--- src/rtl/deal_sequencer_pkg.sv ---
// Shared types and score constants for the baccarat round sequencer.
// Slot order encodes the deal order; the bench relies on the enum values.
package baccarat_pkg;

    typedef enum logic [1:0] {IDLE, DEAL, SETTLE, DONE} state_t;
    typedef enum logic [2:0] {P1, D1, P2, D2, P3, D3} slot_t;

    localparam logic [3:0] NATURAL_LO   = 4'd8;
    localparam logic [3:0] PLAYER_STAND = 4'd6;

    function automatic logic is_natural(input logic [3:0] score);
        return score >= NATURAL_LO;
    endfunction

endpackage

--- src/rtl/deal_sequencer_if.sv ---
// Card-source handshake, datapath strobes/scores and result outputs of the sequencer.
// master = sequencer side, slave = card source / datapath / display side.
interface deal_sequencer_if #(
    parameter int TALLY_W = 8
);
    logic               start;
    logic               card_valid;
    logic               card_req;
    logic               load_pcard1, load_pcard2, load_pcard3;
    logic               load_dcard1, load_dcard2, load_dcard3;
    logic [3:0]         pscore, dscore, pcard3;
    logic               busy;
    logic               round_done;
    logic               player_win_light, dealer_win_light;
    logic [TALLY_W-1:0] player_wins, dealer_wins, ties, rounds;

    modport master (
        input  start, card_valid, pscore, dscore, pcard3,
        output card_req, load_pcard1, load_pcard2, load_pcard3,
               load_dcard1, load_dcard2, load_dcard3, busy, round_done,
               player_win_light, dealer_win_light,
               player_wins, dealer_wins, ties, rounds
    );

    modport slave (
        output start, card_valid, pscore, dscore, pcard3,
        input  card_req, load_pcard1, load_pcard2, load_pcard3,
               load_dcard1, load_dcard2, load_dcard3, busy, round_done,
               player_win_light, dealer_win_light,
               player_wins, dealer_wins, ties, rounds
    );
endinterface

--- src/rtl/deal_sequencer_third_card_rule.sv ---
// Dealer third-card tableau: purely combinational, evaluated after the player's third card.
// dscore >= 7 never draws.
module third_card_rule (
    input  logic [3:0] dscore,
    input  logic [3:0] pcard3,
    output logic       dealer_draws
);
    always_comb begin
        dealer_draws = 1'b0;
        case (dscore)
            4'd0, 4'd1, 4'd2: dealer_draws = 1'b1;
            4'd3:             dealer_draws = (pcard3 != 4'd8);
            4'd4:             dealer_draws = (pcard3 >= 4'd2) && (pcard3 <= 4'd7);
            4'd5:             dealer_draws = (pcard3 >= 4'd4) && (pcard3 <= 4'd7);
            4'd6:             dealer_draws = (pcard3 == 4'd6) || (pcard3 == 4'd7);
            default:          dealer_draws = 1'b0;
        endcase
    end
endmodule

--- src/rtl/deal_sequencer.sv ---
// Sequences one baccarat round: requests cards, steers them to slot registers, applies
// natural/third-card rules, then registers win lights and saturating tallies.
module deal_sequencer
    import baccarat_pkg::*;
#(
    parameter int TALLY_W   = 8,
    parameter int SETTLE_CY = 1
) (
    input  logic             slow_clock,
    input  logic             reset,
    deal_sequencer_if.master bus
);
    localparam int CNT_W = $clog2(SETTLE_CY + 1);
    localparam logic [CNT_W-1:0] SETTLE_LAST = CNT_W'(SETTLE_CY - 1);

    state_t           state;
    slot_t            slot;
    slot_t            next_slot;
    logic [CNT_W-1:0] settle_cnt;
    logic             go_done;
    logic             dealer_draws;
    logic             xfer;

    function automatic logic [TALLY_W-1:0] sat_inc(input logic [TALLY_W-1:0] v);
        return (&v) ? v : v + 1'b1;
    endfunction

    third_card_rule u_rule (
        .dscore       (bus.dscore),
        .pcard3       (bus.pcard3),
        .dealer_draws (dealer_draws)
    );

    // Strobes follow the handshake in the same cycle so the datapath captures the offered card.
    assign xfer            = (state == DEAL) && bus.card_valid;
    assign bus.card_req    = (state == DEAL);
    assign bus.busy        = (state == DEAL) || (state == SETTLE);
    assign bus.load_pcard1 = xfer && (slot == P1);
    assign bus.load_dcard1 = xfer && (slot == D1);
    assign bus.load_pcard2 = xfer && (slot == P2);
    assign bus.load_dcard2 = xfer && (slot == D2);
    assign bus.load_pcard3 = xfer && (slot == P3);
    assign bus.load_dcard3 = xfer && (slot == D3);

    always_comb begin
        go_done   = 1'b0;
        next_slot = slot;
        case (slot)
            P1: next_slot = D1;
            D1: next_slot = P2;
            P2: next_slot = D2;
            D2: begin
                if (is_natural(bus.pscore) || is_natural(bus.dscore)) go_done = 1'b1;
                else if (bus.pscore < PLAYER_STAND)                   next_slot = P3;
                else if (bus.dscore < PLAYER_STAND)                   next_slot = D3;
                else                                                  go_done = 1'b1;
            end
            P3: begin
                if (dealer_draws) next_slot = D3;
                else              go_done = 1'b1;
            end
            default: go_done = 1'b1;
        endcase
    end

    always_ff @(posedge slow_clock or posedge reset) begin
        if (reset) begin
            state                <= IDLE;
            slot                 <= P1;
            settle_cnt           <= '0;
            bus.round_done       <= 1'b0;
            bus.player_win_light <= 1'b0;
            bus.dealer_win_light <= 1'b0;
            bus.player_wins      <= '0;
            bus.dealer_wins      <= '0;
            bus.ties             <= '0;
            bus.rounds           <= '0;
        end else begin
            bus.round_done <= 1'b0;
            case (state)
                IDLE, DONE: begin
                    if (bus.start) begin
                        bus.player_win_light <= 1'b0;
                        bus.dealer_win_light <= 1'b0;
                        slot                 <= P1;
                        state                <= DEAL;
                    end
                end
                DEAL: begin
                    if (bus.card_valid) begin
                        settle_cnt <= '0;
                        state      <= SETTLE;
                    end
                end
                SETTLE: begin
                    if (settle_cnt != SETTLE_LAST) begin
                        settle_cnt <= settle_cnt + 1'b1;
                    end else if (go_done) begin
                        state                <= DONE;
                        bus.round_done       <= 1'b1;
                        bus.player_win_light <= (bus.pscore >= bus.dscore);
                        bus.dealer_win_light <= (bus.pscore <= bus.dscore);
                        bus.rounds           <= sat_inc(bus.rounds);
                        if (bus.pscore > bus.dscore)      bus.player_wins <= sat_inc(bus.player_wins);
                        else if (bus.pscore < bus.dscore) bus.dealer_wins <= sat_inc(bus.dealer_wins);
                        else                              bus.ties        <= sat_inc(bus.ties);
                    end else begin
                        slot  <= next_slot;
                        state <= DEAL;
                    end
                end
                default: state <= IDLE;
            endcase
        end
    end
endmodule

--- src/flat_wrapper.sv ---
// flat-port wrapper written by rule: the top's interface ports become plain ports
module deal_sequencer_flat import baccarat_pkg::*;
#(
    parameter int TALLY_W   = 8,
    parameter int SETTLE_CY = 1
)
  (slow_clock, reset, bus_start, bus_card_valid, bus_pscore, bus_dscore, bus_pcard3, bus_card_req, bus_load_pcard1, bus_load_pcard2, bus_load_pcard3, bus_load_dcard1, bus_load_dcard2, bus_load_dcard3, bus_busy, bus_round_done, bus_player_win_light, bus_dealer_win_light, bus_player_wins, bus_dealer_wins, bus_ties, bus_rounds);
  deal_sequencer_if #(.TALLY_W(TALLY_W)) bus_i ();
  input  logic slow_clock;
  input  logic reset;
  input wire logic [$bits(bus_i.start)-1:0] bus_start;
  input wire logic [$bits(bus_i.card_valid)-1:0] bus_card_valid;
  input wire logic [$bits(bus_i.pscore)-1:0] bus_pscore;
  input wire logic [$bits(bus_i.dscore)-1:0] bus_dscore;
  input wire logic [$bits(bus_i.pcard3)-1:0] bus_pcard3;
  output wire logic [$bits(bus_i.card_req)-1:0] bus_card_req;
  output wire logic [$bits(bus_i.load_pcard1)-1:0] bus_load_pcard1;
  output wire logic [$bits(bus_i.load_pcard2)-1:0] bus_load_pcard2;
  output wire logic [$bits(bus_i.load_pcard3)-1:0] bus_load_pcard3;
  output wire logic [$bits(bus_i.load_dcard1)-1:0] bus_load_dcard1;
  output wire logic [$bits(bus_i.load_dcard2)-1:0] bus_load_dcard2;
  output wire logic [$bits(bus_i.load_dcard3)-1:0] bus_load_dcard3;
  output wire logic [$bits(bus_i.busy)-1:0] bus_busy;
  output wire logic [$bits(bus_i.round_done)-1:0] bus_round_done;
  output wire logic [$bits(bus_i.player_win_light)-1:0] bus_player_win_light;
  output wire logic [$bits(bus_i.dealer_win_light)-1:0] bus_dealer_win_light;
  output wire logic [$bits(bus_i.player_wins)-1:0] bus_player_wins;
  output wire logic [$bits(bus_i.dealer_wins)-1:0] bus_dealer_wins;
  output wire logic [$bits(bus_i.ties)-1:0] bus_ties;
  output wire logic [$bits(bus_i.rounds)-1:0] bus_rounds;
  assign bus_i.start = bus_start;
  assign bus_i.card_valid = bus_card_valid;
  assign bus_i.pscore = bus_pscore;
  assign bus_i.dscore = bus_dscore;
  assign bus_i.pcard3 = bus_pcard3;
  assign bus_card_req = bus_i.card_req;
  assign bus_load_pcard1 = bus_i.load_pcard1;
  assign bus_load_pcard2 = bus_i.load_pcard2;
  assign bus_load_pcard3 = bus_i.load_pcard3;
  assign bus_load_dcard1 = bus_i.load_dcard1;
  assign bus_load_dcard2 = bus_i.load_dcard2;
  assign bus_load_dcard3 = bus_i.load_dcard3;
  assign bus_busy = bus_i.busy;
  assign bus_round_done = bus_i.round_done;
  assign bus_player_win_light = bus_i.player_win_light;
  assign bus_dealer_win_light = bus_i.dealer_win_light;
  assign bus_player_wins = bus_i.player_wins;
  assign bus_dealer_wins = bus_i.dealer_wins;
  assign bus_ties = bus_i.ties;
  assign bus_rounds = bus_i.rounds;
  deal_sequencer #(.TALLY_W(TALLY_W), .SETTLE_CY(SETTLE_CY)) u_core (.slow_clock(slow_clock), .reset(reset), .bus(bus_i));
endmodule
--- config.mk ---
export PLATFORM = sky130hd
export DESIGN_NAME = deal_sequencer_flat
export DESIGN_NICKNAME = d
export VERILOG_FILES = /design/src/rtl/deal_sequencer_pkg.sv /design/src/rtl/deal_sequencer_if.sv /design/src/rtl/deal_sequencer_third_card_rule.sv /design/src/rtl/deal_sequencer.sv /design/src/flat_wrapper.sv
export SDC_FILE = /design/constraint.sdc
export NUM_CORES = 1
export LEC_CHECK = 0
export CAP_MARGIN = 20
export CELL_PAD_IN_SITES_DETAIL_PLACEMENT = 1
export CELL_PAD_IN_SITES_GLOBAL_PLACEMENT = 1
export CORE_ASPECT_RATIO = 1.75
export CORE_MARGIN = 5
export CORE_UTILIZATION = 35
export CTS_BUF_LIST = sky130_fd_sc_hd__clkbuf_4 sky130_fd_sc_hd__clkbuf_8
export CTS_CLUSTER_DIAMETER = 40
export CTS_CLUSTER_SIZE = 24
export DETAILED_ROUTE_END_ITERATION = 7
export DONT_BUFFER_PORTS = 1
export PLACE_DENSITY_LB_ADDON = 0.3
export SYNTH_ARGS = -nofsm -noshare
export SYNTH_HDL_FRONTEND = slang
export SYNTH_SLANG_ARGS = --single-unit
--- constraint.sdc ---
create_clock -name slow_clock -period 5.3 [get_ports slow_clock]
set_input_delay 0.795 -clock slow_clock [delete_from_list [all_inputs] [get_ports slow_clock]]
set_output_delay 0.795 -clock slow_clock [all_outputs]
set_load 0.05 [all_outputs]
==> key figures <==
Run status
  • Outcome: finished clean

Global route
  • GR Util All Layers: 0.1409
  • Gr ovfl total: 0
  • Initial antenna violation count: 0
  • Largest net degree at the start of global routing: 41
  • Global-route wire length before repair: a little over 9000 um
  • Vias in the first global route: roughly 1800

Placement
  • Final HPWL DP: just over 4000 um
  • IO Port Bufs: 0
  • Dpl cells: around 300
  • Placed inst area: around 2300 um2
  • Placement Setup Slack: ~2500 ps
  • Final GP Congestion: a little over 0.7

Critical path
  • CP max stage delay: approximately 750 ps
  • CP Launch Type: flop
  • Critical Path, Cell by Cell: inv_1 > ha_1 > nand2_1 > nor3_2
  • Element type at the critical path end: output pin
  • Worst Path Arrival: approximately 2300 ps
  • Worst-path fanout max: 4
  • Slowest CP cell: nor3_2
  • CP Data Required Time: roughly 4500 ps
  • CP Class: reg -> out

Final layout
  • Area grow syn2layout: 10.26%
  • Layout cells sized above 1: 0.1169
  • Fill cells: 721
  • Ant diodes: 0
  • Most common cell after layout, fill and taps aside: dfrtp_1
  • Commonest cells after routing, fill and taps aside: dfrtp_1 (40), nand3_1 (21), nand2_1 (20)
  • Fin util: 0.3949
  • Post-route design area: about 2500 um2
  • Final nets: 257
  • Filler-free cell count of the finished design: a little over 300

Pwr
  • Post-layout total power: approximately 920 uW
  • Pint: 559.7 uW
  • Clock network fraction of design power: 0.297
  • Cell Pwr Density: around 370 nW/um2
  • Switching power: 359.8 uW
  • Flop pwr share: 0.450
  • Peak supply drop: approximately 0.22 mV
  • Lkg Pwr: 1.140 nW
  • Comb power frac: 0.253
  • Switch share: 0.3913

Synth
  • Post-Syn Instances: around 230
  • Sequential fraction of the synthesis area: 0.4487
  • Mapped Avg Cell Area: 9.828 um2
  • Synth top area share: 0.4487
  • EDFF count, synth: 0
  • Synth area leaders: dfrtp_1 (45%), xnor2_1 (6.3%), ha_1 (6.2%), nand3_1 (4.7%), xor2_1 (4.3%)
  • #FFs+latches synth: 40
  • Ys async rst share: 1.000
  • Post-Syn Nets: around 250
  • Biggest area consumer among synthesized cells: dfrtp_1
  • Post-Syn Area: between 2000 and 2500 um2
  • Yosys warns: 0
  • Synth unique cells: 41
  • Top FF cell, synth: dfrtp_1

Route
  • DR iter-0 viols: 37
  • Vias: roughly 1700
  • Avg WL per Cell: 17.06 um
  • Pre-antenna DRT Iters: 4
  • Drt via density: 5.367
  • WL final: about 5300 um
  • Residual DRC count: 0
  • Final ANT Viol Nets: 0

STA
  • RSZ-0062 raised after global routing: no
  • Relative slew slack: 0.4085
  • Minimum clock period: roughly 3100 ps
  • Final Max Tran Viols: 0
  • Fin. Hold Viols: 0
  • Setup violators final: 0
  • Final cycle utilization of the critical path: 0.5894
  • Final WS setup: between 2000 and 2500 ps
  • Slew @ Worst Pin: around 900 ps
  • TNS Setup: 0 ps
  • Final setup skew: 10.69 ps
  • Fmax: between 300 and 400 MHz
  • Hold WS: approximately 520 ps

Clock tree
  • Clock Tree Buf Depth: 2
  • CTS tree: built
  • Postcts setup bufs: 0
  • Sink Count: 40
  • Post_cts resized: 0
  • CTS Buf Count: 5
  • H-tree levels: 2
  • CTS Hold Bufs: 0
  • Clock Latency Late Sink: 290 ps
  • Clk slew on worst S/H paths: ~80 ps
  • CTS Root Cell: clkbuf_8

Die
  • Die W: between 70 and 80 um
  • Starting Density: 0.3582
  • IO Count: between 50 and 60
  • Row count: 38
  • Die area: approximately 8100 um2
  • DIE HEIGHT: 115.6 um
  • Std-Cell Core Area: just over 6000 um2

Min path
  • HP Class: in -> async

Run
  • Max-cap violations: 0
critical path: cells and delay by family, from the launching register on:
kind          cells  cell delay, ps
buf+inv           1              90
fa+ha+maj         1             530
simple gates      2            1000
flops             1             410
cell families (layout without fill, tap and decap cells):
kind of cell,count (synthesis),after routing,share of synthesized area
buf+inv,18,22,0.03533
fa+ha+maj,11,11,0.06169
simple gates,102,102,0.2479
compound gates,24,24,0.07516
mux,5,5,0.02524
flops,40,40,0.4487
xor+xnor,27,27,0.1060
layer usage:
| metal | share of wire | global-route usage | up-vias |
|---|---|---|---|
| li1 | - | - | 794 |
| met5 | 0 | 0 | - |
| met3 | 0.065 | 0.04080 | 5 |
| met1 | 0.37 | 0.1554 | 833 |
| met2 | 0.55 | 0.2553 | 37 |
| met4 | 0.015 | 0.04987 | 0 |
cells in the mapped netlist, types with 2 or more instances:
cell and n:
o311ai_0 2, and2_1 3, clkbuf_1 2, o21ai_0 8, nand2_1 20, and3_1 15, a21oi_1 5, xor2_1 11
dfrtp_1 40, nor3_1 7, nand2b_1 4, nand2_2 2, nor2b_1 2, mux2_2 3, nand4_1 6, nand3_1 21
inv_1 12, nor2_1 9, xnor2_1 16, nor4_1 4, mux2_1 2, buf_2 3, nor3b_2 2, ha_1 11
state kept, by name, summed over array words and instances (netlist names):
signal and cells:
u_core.state 2, u_core.bus.dealer_wins 8, u_core.bus.player_win_light 1, u_core.bus.round_done 1
u_core.bus.player_wins 8, u_core.slot 3, u_core.bus.dealer_win_light 1, u_core.bus.rounds 8
u_core.bus.ties 8
power groups by stage:
stage,combinational (mW),sequential [mW],clock (mW)
after global placement,0.233,0.419,0
after floorplan,0.198,0.401,0
after detailed placement,0.238,0.421,0
after CTS,0.239,0.415,0.284
after global routing,0.262,0.421,0.298
final,0.233,0.414,0.273
worst paths after layout:
kind                                            from                         to  slack, ps  depth (start not counted)
max                                  u_core.state[1]            bus_load_pcard3       2180                          4
min                                            reset         u_core.bus.ties[2]        520                          2
max reg2reg                u_core.bus.player_wins[2]  u_core.bus.player_wins[1]       3030                          5
min reg2reg                          u_core.state[0]            u_core.state[0]        590                          2
max in group asynchronous                      reset         u_core.bus.ties[5]       4410                          2
min in group slow_clock              u_core.state[0]            u_core.state[0]        590                          2
final cells by class:
type | count | area [um2] | area share
multi-input cells | 169 | 1172 | 0.4766
flip-flops and latches | 40 | 1001 | 0.4069
well taps | 80 | 100.1 | 0.04069
clock buffers | 7 | 96.34 | 0.03917
inverters | 12 | 45.04 | 0.01831
clock inverters | 1 | 30.03 | 0.01221
repair buffers | 2 | 15.01 | 0.006104
Note: power is estimated with default switching activity, not from simulation.
